`src/rtl/serial_adder_pkg.sv`:
```
// Shared types for the bit-serial adder: FSM state encoding and counter sizing.
package serial_adder_pkg;

    typedef enum logic [1:0] {
        S_IDLE  = 2'd0,
        S_SHIFT = 2'd1,
        S_DONE  = 2'd2
    } state_t;

    // A 1-bit operand still needs a 1-bit counter so the compare has something to look at.
    function automatic int cnt_width(input int w);
        return (w > 1) ? $clog2(w) : 1;
    endfunction

endpackage

```
`src/rtl/full_adder.sv`:
```
// Single-bit full adder, purely combinational.
// Zero latency; no handshake or backpressure.
module full_adder (
    input  logic a,
    input  logic b,
    input  logic c_in,
    output logic sum,
    output logic c_out
);

    assign sum   = a ^ b ^ c_in;
    assign c_out = (a & b) | (a & c_in) | (b & c_in);

endmodule

```
`src/rtl/serial_adder.sv`:
```
// LSB-first bit-serial add/subtract using one full_adder slice and a carry flop.
// done pulses the cycle after the WIDTH-th shift edge; start is ignored while busy, not queued.
module serial_adder
    import serial_adder_pkg::*;
#(
    parameter int WIDTH = 8
) (
    input  logic             clock,
    input  logic             reset,
    input  logic             start,
    input  logic             sub,
    input  logic [WIDTH-1:0] a,
    input  logic [WIDTH-1:0] b,
    input  logic             c_in,
    output logic [WIDTH-1:0] sum,
    output logic             c_out,
    output logic             overflow,
    output logic             busy,
    output logic             done
);

    localparam int             CW       = cnt_width(WIDTH);
    localparam logic [CW-1:0]  CNT_LAST = CW'(WIDTH - 1);

    state_t           state_q, state_d;
    logic [WIDTH-1:0] a_sr_q, a_sr_d;
    logic [WIDTH-1:0] b_sr_q, b_sr_d;
    logic [WIDTH-1:0] res_sr_q, res_sr_d;
    logic             carry_q, carry_d;
    logic [CW-1:0]    cnt_q, cnt_d;
    logic [WIDTH-1:0] sum_q, sum_d;
    logic             c_out_q, c_out_d;
    logic             ovf_q, ovf_d;

    logic             fa_sum;
    logic             fa_cout;
    logic [WIDTH:0]   res_ext;

    full_adder u_fa (
        .a     (a_sr_q[0]),
        .b     (b_sr_q[0]),
        .c_in  (carry_q),
        .sum   (fa_sum),
        .c_out (fa_cout)
    );

    // New bit enters at the MSB; the extra bit keeps the shift legal for WIDTH=1.
    assign res_ext = {fa_sum, res_sr_q};

    always_comb begin
        state_d  = state_q;
        a_sr_d   = a_sr_q;
        b_sr_d   = b_sr_q;
        res_sr_d = res_sr_q;
        carry_d  = carry_q;
        cnt_d    = cnt_q;
        sum_d    = sum_q;
        c_out_d  = c_out_q;
        ovf_d    = ovf_q;

        unique case (state_q)
            S_IDLE, S_DONE: begin
                if (start) begin
                    // Subtraction is a + ~b + 1, so c_in is replaced by the forced 1.
                    a_sr_d  = a;
                    b_sr_d  = sub ? ~b : b;
                    carry_d = sub ? 1'b1 : c_in;
                    cnt_d   = '0;
                    state_d = S_SHIFT;
                end else begin
                    state_d = S_IDLE;
                end
            end
            S_SHIFT: begin
                a_sr_d   = a_sr_q >> 1;
                b_sr_d   = b_sr_q >> 1;
                res_sr_d = res_ext[WIDTH:1];
                carry_d  = fa_cout;
                cnt_d    = cnt_q + CW'(1);
                if (cnt_q == CNT_LAST) begin
                    // carry_q is still the carry into the MSB on this edge.
                    sum_d   = res_ext[WIDTH:1];
                    c_out_d = fa_cout;
                    ovf_d   = carry_q ^ fa_cout;
                    cnt_d   = '0;
                    state_d = S_DONE;
                end
            end
            default: state_d = S_IDLE;
        endcase
    end

    always_ff @(posedge clock or posedge reset) begin
        if (reset) begin
            state_q  <= S_IDLE;
            a_sr_q   <= '0;
            b_sr_q   <= '0;
            res_sr_q <= '0;
            carry_q  <= 1'b0;
            cnt_q    <= '0;
            sum_q    <= '0;
            c_out_q  <= 1'b0;
            ovf_q    <= 1'b0;
        end else begin
            state_q  <= state_d;
            a_sr_q   <= a_sr_d;
            b_sr_q   <= b_sr_d;
            res_sr_q <= res_sr_d;
            carry_q  <= carry_d;
            cnt_q    <= cnt_d;
            sum_q    <= sum_d;
            c_out_q  <= c_out_d;
            ovf_q    <= ovf_d;
        end
    end

    assign sum      = sum_q;
    assign c_out    = c_out_q;
    assign overflow = ovf_q;
    assign busy     = (state_q == S_SHIFT);
    assign done     = (state_q == S_DONE);

endmodule

```
`config.mk`:
```
export PLATFORM = sky130hd
export DESIGN_NAME = serial_adder
export DESIGN_NICKNAME = d
export VERILOG_FILES = /design/src/rtl/serial_adder_pkg.sv /design/src/rtl/full_adder.sv /design/src/rtl/serial_adder.sv
export SDC_FILE = /design/constraint.sdc
export NUM_CORES = 1
export LEC_CHECK = 0
export CORE_MARGIN = 5
export CORE_UTILIZATION = 41
export CTS_CLUSTER_SIZE = 16
export DETAILED_ROUTE_END_ITERATION = 7
export PLACE_DENSITY = 0.65
export SLEW_MARGIN = 5
export SYNTH_ARGS = -nofsm -noshare
export SYNTH_HDL_FRONTEND = slang
export SYNTH_HIERARCHICAL = 1
export SYNTH_SLANG_ARGS = --single-unit
```
`constraint.sdc`:
```
create_clock -name clock -period 1.9 [get_ports clock]
set_clock_uncertainty 0.05 [all_clocks]
set_input_delay 0.38 -clock clock [delete_from_list [all_inputs] [get_ports clock]]
set_output_delay 0.38 -clock clock [all_outputs]
set_load 0.02 [all_outputs]
```
==> results of run 1 <==
## metal layers
layer | global-route usage, % | share of wire [%]
met1 | 17.45 | 47
met2 | 21.37 | 46
met3 | 4.324 | 6.6
met4 | 4.743 | 0.50
met5 | 0 | 0
## metrics by stage
step	cell area [µm²]	std cells	worst slack [ns]
4_1_cts	2151	233	0.1386
6_report	2151	233	0.1580
3_5_place_dp	2066	226	0.06751
2_1_floorplan	1707	148	0.2828
5_1_grt	2151	233	0.08591
3_3_place_gp	2066	226	0.1065
## layout make-up
cell class                      count  area share (%)
Clock buffer                        6           3.839
Clock inverter                      1          0.2327
Inverter                            4           1.047
Multi-Input combinational cell     95           29.73
Sequential cell                    39           45.38
Tap cell                           50           2.909
Timing Repair Buffer               38           16.87
## sequential cells by signal (all words and copies together), names as in the netlist
| register | cells |
|---|---|
| overflow | 1 |
| c_out | 1 |
| b_sr_q | 8 |
| state_q | 2 |
| sum | 8 |
| cnt_q | 3 |
| res_sr_q | 7 |
| carry_q | 1 |
| a_sr_q | 8 |
## how the worst max path moves through the flow
stage	startpoint	to	slack [ns]	cells past startpoint
after detailed placement	sub	b_sr_q[4]	0.07	4
final	state_q[1]	busy	0.16	3
after global routing	state_q[1]	busy	0.09	3
after CTS	state_q[1]	busy	0.14	3
after global placement	sub	b_sr_q[4]	0.11	4
after floorplan	cnt_q[0]	c_out	0.28	5
## Yosys cell counts (2+ instances only)
cell	n	area [µm²]
nor2_1	9	33.78
dfrtp_1	39	975.9
nand2_1	29	108.9
mux2_2	9	101.4
inv_1	3	11.26
buf_2	4	20.02
a221o_1	8	80.08
a22o_1	3	26.28
ha_1	2	25.02
o21ai_0	2	10.01
a22oi_1	7	52.55
nand2b_1	2	12.51
buf_6	2	22.52
xnor2_1	8	70.07
buf_4	3	22.52
nand3_1	7	35.03
## report_power, final
group	total (mW)	internal, mW	switching [mW]
Sequential	1.44	1.22	0.229
Clock	0.565	0.285	0.280
Combinational	1.45	0.714	0.737
## worst reg2reg max path: stages (launching register included)
cell	delay, ns
dfrtp_1	0.40
ha_1	0.20
ha_1	0.23
nand3b_1	0.09
buf_4	0.19
mux2_2	0.35
## logic make-up after synthesis
kind of cell | count (synthesis) | share of synthesized area [%]
adders and majority gates | 3 | 2.639
buffers and inverters | 14 | 5.351
xor gates and xnor gates | 9 | 4.619
muxes | 9 | 5.939
AOI/OAI and AO/OA | 22 | 10.92
and+or+nand+nor | 52 | 13.34
DFF | 39 | 57.18
==> results.cfg, run 1 <==
[cells_and_area]
fillers = 367
drive_gt1_share_pct = 13.11
layout_common_cells = dfrtp_1, clkdlybuf4s50_1, nand2_1
post-route-util_pct = 53.39
area.sequential_um2 = 975.9
nets = 207
synthToLayoutAreaGrowth_pct = 26.03
multi_input_area_um2 = 639.4
final_common_cell = dfrtp_1
diodes = 0

[sta]
hold_viol = 0
tightestPinTransition_ns = 0.4834
slew_violations = 0
whs_ns = 0.4260
setup_viol = 0
fmax_ghz = 0.5741
finalCriticalPeriod_ns = 1.742
fin_tns_setup_ns = 0
slew_headroom_pct = 67.77
rsz0062_at_grt = false
finalCritPeriodShare_pct = 91.68

[power]
power.total_mw = 3.460
ir_worst_vdd_mv = 0.5674
p_per_area_nw_per_um2 = 1609
p_leak_nw = 1.004

[critical_path]
critPathArrivalTime_ns = 1.31
r2r_setup_slack_ns = 0.28
critPathKind = flip-flop to output pin
r2r_end = sum[1]
crit_fanout = 3
crit_buf_inv = 2
critPathMaxStageDelay_ns = 0.38
critPathRequiredTime_ns = 1.47
critPathCaptureType = output pin
cp_slowest_cell = dfrtp_1
r2r_cells = 5
path_cells = nand2b_1 > inv_8 > dlygate4sd2_1
startpoint_type = flip-flop
r2r_start = cnt_q[0]
critPathTopFamily = buffers and inverters

[clock_network]
cts_max_level = 2
cts_buffers = 5
ctsResizeCount = 2
cts_hold_buf = 0
clock-sinks = 39
clkSlewWorstSetupHoldPaths_ns = 0.07
cts_setup_buffers = 0
cts_tree = built
clock_latency_ns = 0.29
clock_path_buffers = 2
root_buffer = clkbuf_8

[synth]
yosysWarnings = 6
synth-seq-area-share_pct = 57.18
ys.flop_type = dfrtp_1
synth_cell_types = 27
synth_nets = 172
syn_inst = 148
synth-edff-count = 0
syn_avg_cell_area_um2 = 11.53
syn_area_um2 = 1707
synthArstFlopShare_pct = 100.0
ys_ff_latch = 39

[die]
pin_count = 33
core_area_um2 = 4029
dieHeight_um = 74.52
initial_core_util_pct = 42.36
dieArea_um2 = 5552
num_rows = 23
die_x_um = 74.52

[detailed_routing]
first_pass_iters = 4
detailroute.via_count = 1194
first_iter_violations = 83
vias_per_cell = 5.124
wirelength_mm = 3.214
final_antenna_net_count = 0
drc = 0
wire_per_inst_um = 13.79

[placed_design]
hpwl_mm = 2.271
place_congestion = 0.7775
numPortBuffers = 32

[min_path]
hp-class = flip-flop to flip-flop
min_to = res_sr_q[1]
min_path_cells = 2
hp-start = res_sr_q[1]

[global_routing]
grt_pass1_wl_mm = 5.664
grt_pass1_vias = 1226
antenna_found_initial = 0
gr-total-overflow = 0
grt_max_degree = 40
grt_use_total_pct = 13.50

[run]
drv_cap = 0

[run_status]
status = finished clean
No activity file was read; power rests on OpenSTA's default activity.
==> run 2: changes to the inputs <==
--- a/config.mk
+++ b/config.mk
@@ -9,7 +9,9 @@
 export CORE_UTILIZATION = 41
 export CTS_CLUSTER_SIZE = 16
 export DETAILED_ROUTE_END_ITERATION = 7
-export PLACE_DENSITY = 0.65
+export DONT_BUFFER_PORTS = 1
+export PLACE_DENSITY = 0.54
+export SKIP_CTS_REPAIR_TIMING = 1
 export SLEW_MARGIN = 5
 export SYNTH_ARGS = -nofsm -noshare
 export SYNTH_HDL_FRONTEND = slang
==> run 2 against run 1 <==
Clock power is 11% lower. Flip-flop and latch count stayed put. First-iteration DRC count is 16% lower. Worst hold slack worse by 0.38 ns. Die area stayed put. Global-route usage is 0.90 points lower. Final cell count is 15% lower. Largest power group is now sequential cells. Highest routed layer unchanged.
==> results.cfg, run 2 (synthesized netlist as in run 1, its figures left out) <==
[cells_and_area]
layout_common_cells = dfrtp_1, nand2_1, nor2_1, mux2_2
nets = 174
diodes = 0
final_common_cell = dfrtp_1
synthToLayoutAreaGrowth_pct = 6.085
drive_gt1_share_pct = 14.09

[power]
swShare_pct = 38.06
intPower_mw = 1.951
p_leak_nw = 0.8615
p_per_area_nw_per_um2 = 1740
power.switching_mw = 1.199
ir_worst_vdd_mv = 0.6521
power.total_mw = 3.150
seqPwrFrac_pct = 50.4
power_frac_clock_pct = 16.0
combPwrFrac_pct = 33.6

[detailed_routing]
detailroute.via_count = 1057
wirelength_mm = 3.187
first_pass_iters = 4
vias_per_cell = 5.312
final_antenna_net_count = 0
wire_per_inst_um = 16.02
drc = 0
first_iter_violations = 70

[critical_path]
r2r_end = sum[3]
critPathKind = flip-flop to flip-flop
critPathRequiredTime_ns = 2.02
critPathCaptureType = flip-flop
r2r_setup_slack_ns = 0.29
crit_fanout = 12
r2r_cells = 5
startpoint_type = flip-flop
critPathArrivalTime_ns = 1.73
r2r_start = cnt_q[0]

[die]
num_rows = 23
initial_core_util_pct = 42.36
core_area_um2 = 4029
dieHeight_um = 74.52
dieArea_um2 = 5552
die_x_um = 74.52
pin_count = 33

[global_routing]
grt_pass1_vias = 1086
grt_max_degree = 40
grt_use_total_pct = 12.59
antenna_found_initial = 0
grt_pass1_wl_mm = 5.078
gr-total-overflow = 0

[clock_network]
clock_latency_ns = 0.28
clkSlewWorstSetupHoldPaths_ns = 0.07
clock-sinks = 39
cts_max_level = 2
cts_buffers = 5
root_buffer = clkbuf_8
cts_tree = built
clock_path_buffers = 2

[placed_design]
numPortBuffers = 0
place_congestion = 0.7215
hpwl_mm = 2.182
pre_cts_ws_ns = 0.2766

[sta]
setup_viol = 0
tightestPinTransition_ns = 0.4830
finalCritPeriodShare_pct = 84.72
hold_viol = 0
finalCriticalPeriod_ns = 1.610
slew_headroom_pct = 67.80
fmax_ghz = 0.6212
fin_tns_setup_ns = 0
slew_violations = 0
whs_ns = 0.04456
rsz0062_at_grt = false
finalWorstSetupSlack_ns = 0.2903

[run]
drv_cap = 0

[run_status]
status = finished clean

[min_path]
hp-class = primary input to async pin
==> run 2: cell type report <==
class / instances / area, µm²
Fill cell: 374 / 2218
Sequential cell: 39 / 975.9
Multi-Input combinational cell: 95 / 639.4
Clock buffer: 6 / 72.57
Tap cell: 50 / 62.56
Timing Repair Buffer: 5 / 37.54
Inverter: 4 / 22.52
==> run 2: worst max path at each step <==
stage | start | to | depth (start not counted)
final | cnt_q[0] | sum[3] | 5
after global routing | cnt_q[0] | sum[3] | 5
after CTS | cnt_q[0] | sum[2] | 5
after detailed placement | cnt_q[0] | sum[2] | 5
after global placement | cnt_q[0] | sum[0] | 5
after floorplan | cnt_q[0] | c_out | 5
==> run 2: worst max-delay path, cell delays in order, from the launching register on <==
cell and delay (ns):
dfrtp_1 0.40, ha_1 0.21, ha_1 0.21, nand3b_1 0.09, buf_4 0.19, mux2_2 0.35
==> run 2: power by group through the flow <==
stage	combinational, mW	clock (mW)	sequential [mW]
3_3_place_gp	1.03	0	1.60
6_report	1.06	0.503	1.59
4_1_cts	1.08	0.520	1.60
2_1_floorplan	0.951	0	1.53
3_5_place_dp	1.08	0	1.61
5_1_grt	1.20	0.544	1.64
==> run 2: layer usage <==
metal	part of all wire, %	GRT usage [%]	up-vias
met1	43	14.53	509
met2	48	20.20	31
met3	6.9	5.000	8
met5	0	0	-
li1	-	-	509
met4	2.2	6.522	0
==> run 2: stage by stage <==
stage	util, %	area (µm²)	std cells
5_1_grt	44.94	1810	199
2_1_floorplan	-	1707	148
3_3_place_gp	43.14	1738	193
4_1_cts	44.94	1810	199
3_5_place_dp	43.14	1738	193
6_report	44.94	1810	199
==> run 3: changes to the inputs <==
--- a/config.mk
+++ b/config.mk
@@ -10,7 +10,7 @@
 export CTS_CLUSTER_SIZE = 16
 export DETAILED_ROUTE_END_ITERATION = 7
 export DONT_BUFFER_PORTS = 1
-export PLACE_DENSITY = 0.54
+export PLACE_DENSITY = 0.56
 export SKIP_CTS_REPAIR_TIMING = 1
 export SLEW_MARGIN = 5
 export SYNTH_ARGS = -nofsm -noshare
==> constraint.sdc (replaced) <==
create_clock -name clock -period 1.4 [get_ports clock]
set_clock_uncertainty 0.05 [all_clocks]
set_input_delay 0.28 -clock clock [delete_from_list [all_inputs] [get_ports clock]]
set_output_delay 0.28 -clock clock [all_outputs]
set_load 0.02 [all_outputs]
==> run 3 against run 2 <==
The run now ends with negative setup slack left. Clock power is 64% higher. Sequential share of layout area fell by 6.1 points. Register-to-register slack worse by 0.39 ns. Worst setup slack lost 0.39 ns. Final cell count up 6.0%. Cell area grew 13%. Global-route usage rose by 1.6 points. Sequential power is 38% higher. Total power up 59%. Critical path type unchanged.
==> results.cfg, run 3 (synthesized netlist as in run 1, its figures left out) <==
[power]
ir_worst_vdd_mv = 1.067
p_leak_nw = 0.9902
p_per_area_nw_per_um2 = 2446

[sta]
fmax_ghz = 0.6671
setup_viol = 12
finalCriticalPeriod_ns = 1.499
finalWorstSetupSlack_ns = -0.09896
slew_headroom_pct = 67.90
tightestPinTransition_ns = 0.4816
rsz0062_at_grt = true
slew_violations = 0
finalCritPeriodShare_pct = 107.1
hold_viol = 0

[clock_network]
clock_path_buffers = 2
root_buffer = clkbuf_8
cts_buffers = 5
cts_tree = built
clock-sinks = 39
clkSlewWorstSetupHoldPaths_ns = 0.07
clock_latency_ns = 0.29
cts_max_level = 2

[global_routing]
gr-total-overflow = 0
grt_pass1_vias = 1232
grt_use_total_pct = 14.23
antenna_found_initial = 0
grt_max_degree = 40
grt_pass1_wl_mm = 5.871

[detailed_routing]
detailroute.via_count = 1131
drc = 0
wire_per_inst_um = 16.58
vias_per_cell = 5.360
first_pass_iters = 5
first_iter_violations = 56
final_antenna_net_count = 0
wirelength_mm = 3.499

[cells_and_area]
design_area_um2 = 2044
diodes = 0
final_common_cell = dfrtp_1
post-route-util_pct = 50.75
area.sequential_um2 = 977.2
synthToLayoutAreaGrowth_pct = 19.79
drive_gt1_share_pct = 24.84
multi_input_area_um2 = 704.4
nets = 184
layout_common_cells = dfrtp_1, nand2_1, nor2_1, mux2_4, buf_4
fillers = 390

[critical_path]
critPathCaptureType = flip-flop
critPathMaxStageDelay_ns = 0.39
path_cells = ha_2 > ha_4 > nand3b_1 > buf_12 > mux2_4
crit_start = cnt_q[1]
critPathRequiredTime_ns = 1.52
cp_slowest_cell = dfrtp_1
critPathKind = flip-flop to flip-flop
critPathArrivalTime_ns = 1.62
crit_fanout = 12
r2r_start = cnt_q[1]
startpoint_type = flip-flop

[run_status]
violations = negative setup slack
status = finished with violations

[die]
dieHeight_um = 74.52
core_area_um2 = 4029
initial_core_util_pct = 42.36
pin_count = 33
num_rows = 23
die_x_um = 74.52
dieArea_um2 = 5552

[min_path]
hp-start = a[5]
hp-class = primary input to flip-flop

[placed_design]
place_area_um2 = 1822
place_congestion = 0.7309
hpwl_mm = 2.399
numPortBuffers = 0

[run]
drv_cap = 0
-- run 3: cell types whose count changed in the layout (fill, tap and decap cells not counted), sizes merged --
cell	delta
dlygate4sd3	+1
clkbuf	+3
buf	+8
-- run 3: report_power, final --
group | total, mW | leakage [nW] | switching, mW | internal [mW]
sequential | 2.20 | 0.488 | 0.545 | 1.65
combinational | 1.98 | 0.451 | 0.897 | 1.08
clock | 0.825 | 0.0515 | 0.375 | 0.450
total | 5.00 | 0.990 | 1.82 | 3.18
-- run 3: critical path: cells and delay by family, from the launching register on --
family / cells / cell delay, ns
adders and majority gates: 2 / 0.36
and+or+nand+nor: 1 / 0.12
buffers and inverters: 1 / 0.16
muxes: 1 / 0.30
DFF: 1 / 0.39
-- run 3: worst paths after layout --
path / to / slack, ns / cells past startpoint
setup / recovery: sum[6] / -0.1 / 5
min in group asynchronous: sum[0] / 0.49 / 3
setup reg to reg: sum[6] / -0.1 / 5
hold reg to reg: res_sr_q[5] / 0.45 / 2
hold / removal: a_sr_q[5] / 0.07 / 2
max in group asynchronous: state_q[0] / 0.45 / 3
-- run 3: metal layers --
| metal | share of wire [%] | GRT usage, % |
|---|---|---|
| met1 | 41 | 15.06 |
| met4 | 1.6 | 5.336 |
| met2 | 51 | 24.78 |
| met3 | 6.8 | 6.486 |
| met5 | 0 | 0 |
-- run 3: final cells by class --
class | instances | share of cell area (%)
Sequential cell | 39 | 47.80
Inverter | 4 | 1.530
Clock buffer | 8 | 4.896
Timing Repair Buffer | 15 | 8.262
Tap cell | 50 | 3.060
Multi-Input combinational cell | 95 | 34.46
-- run 3: metrics by stage --
stage	instances	total power [mW]	setup TNS [ns]	setup WS, ns	hold slack (ns)
floorplan	148	3.486	-0.5740	-0.08200	0.3581
global placement	197	3.764	-0.4918	-0.07908	0.2648
detailed placement	197	3.875	-0.8515	-0.1251	0.2758
CTS	205	4.712	-1.172	-0.2510	-0.04349
global route	211	5.377	-1.426	-0.1223	0.06385
finish	211	5.000	-0.8680	-0.09896	0.07090
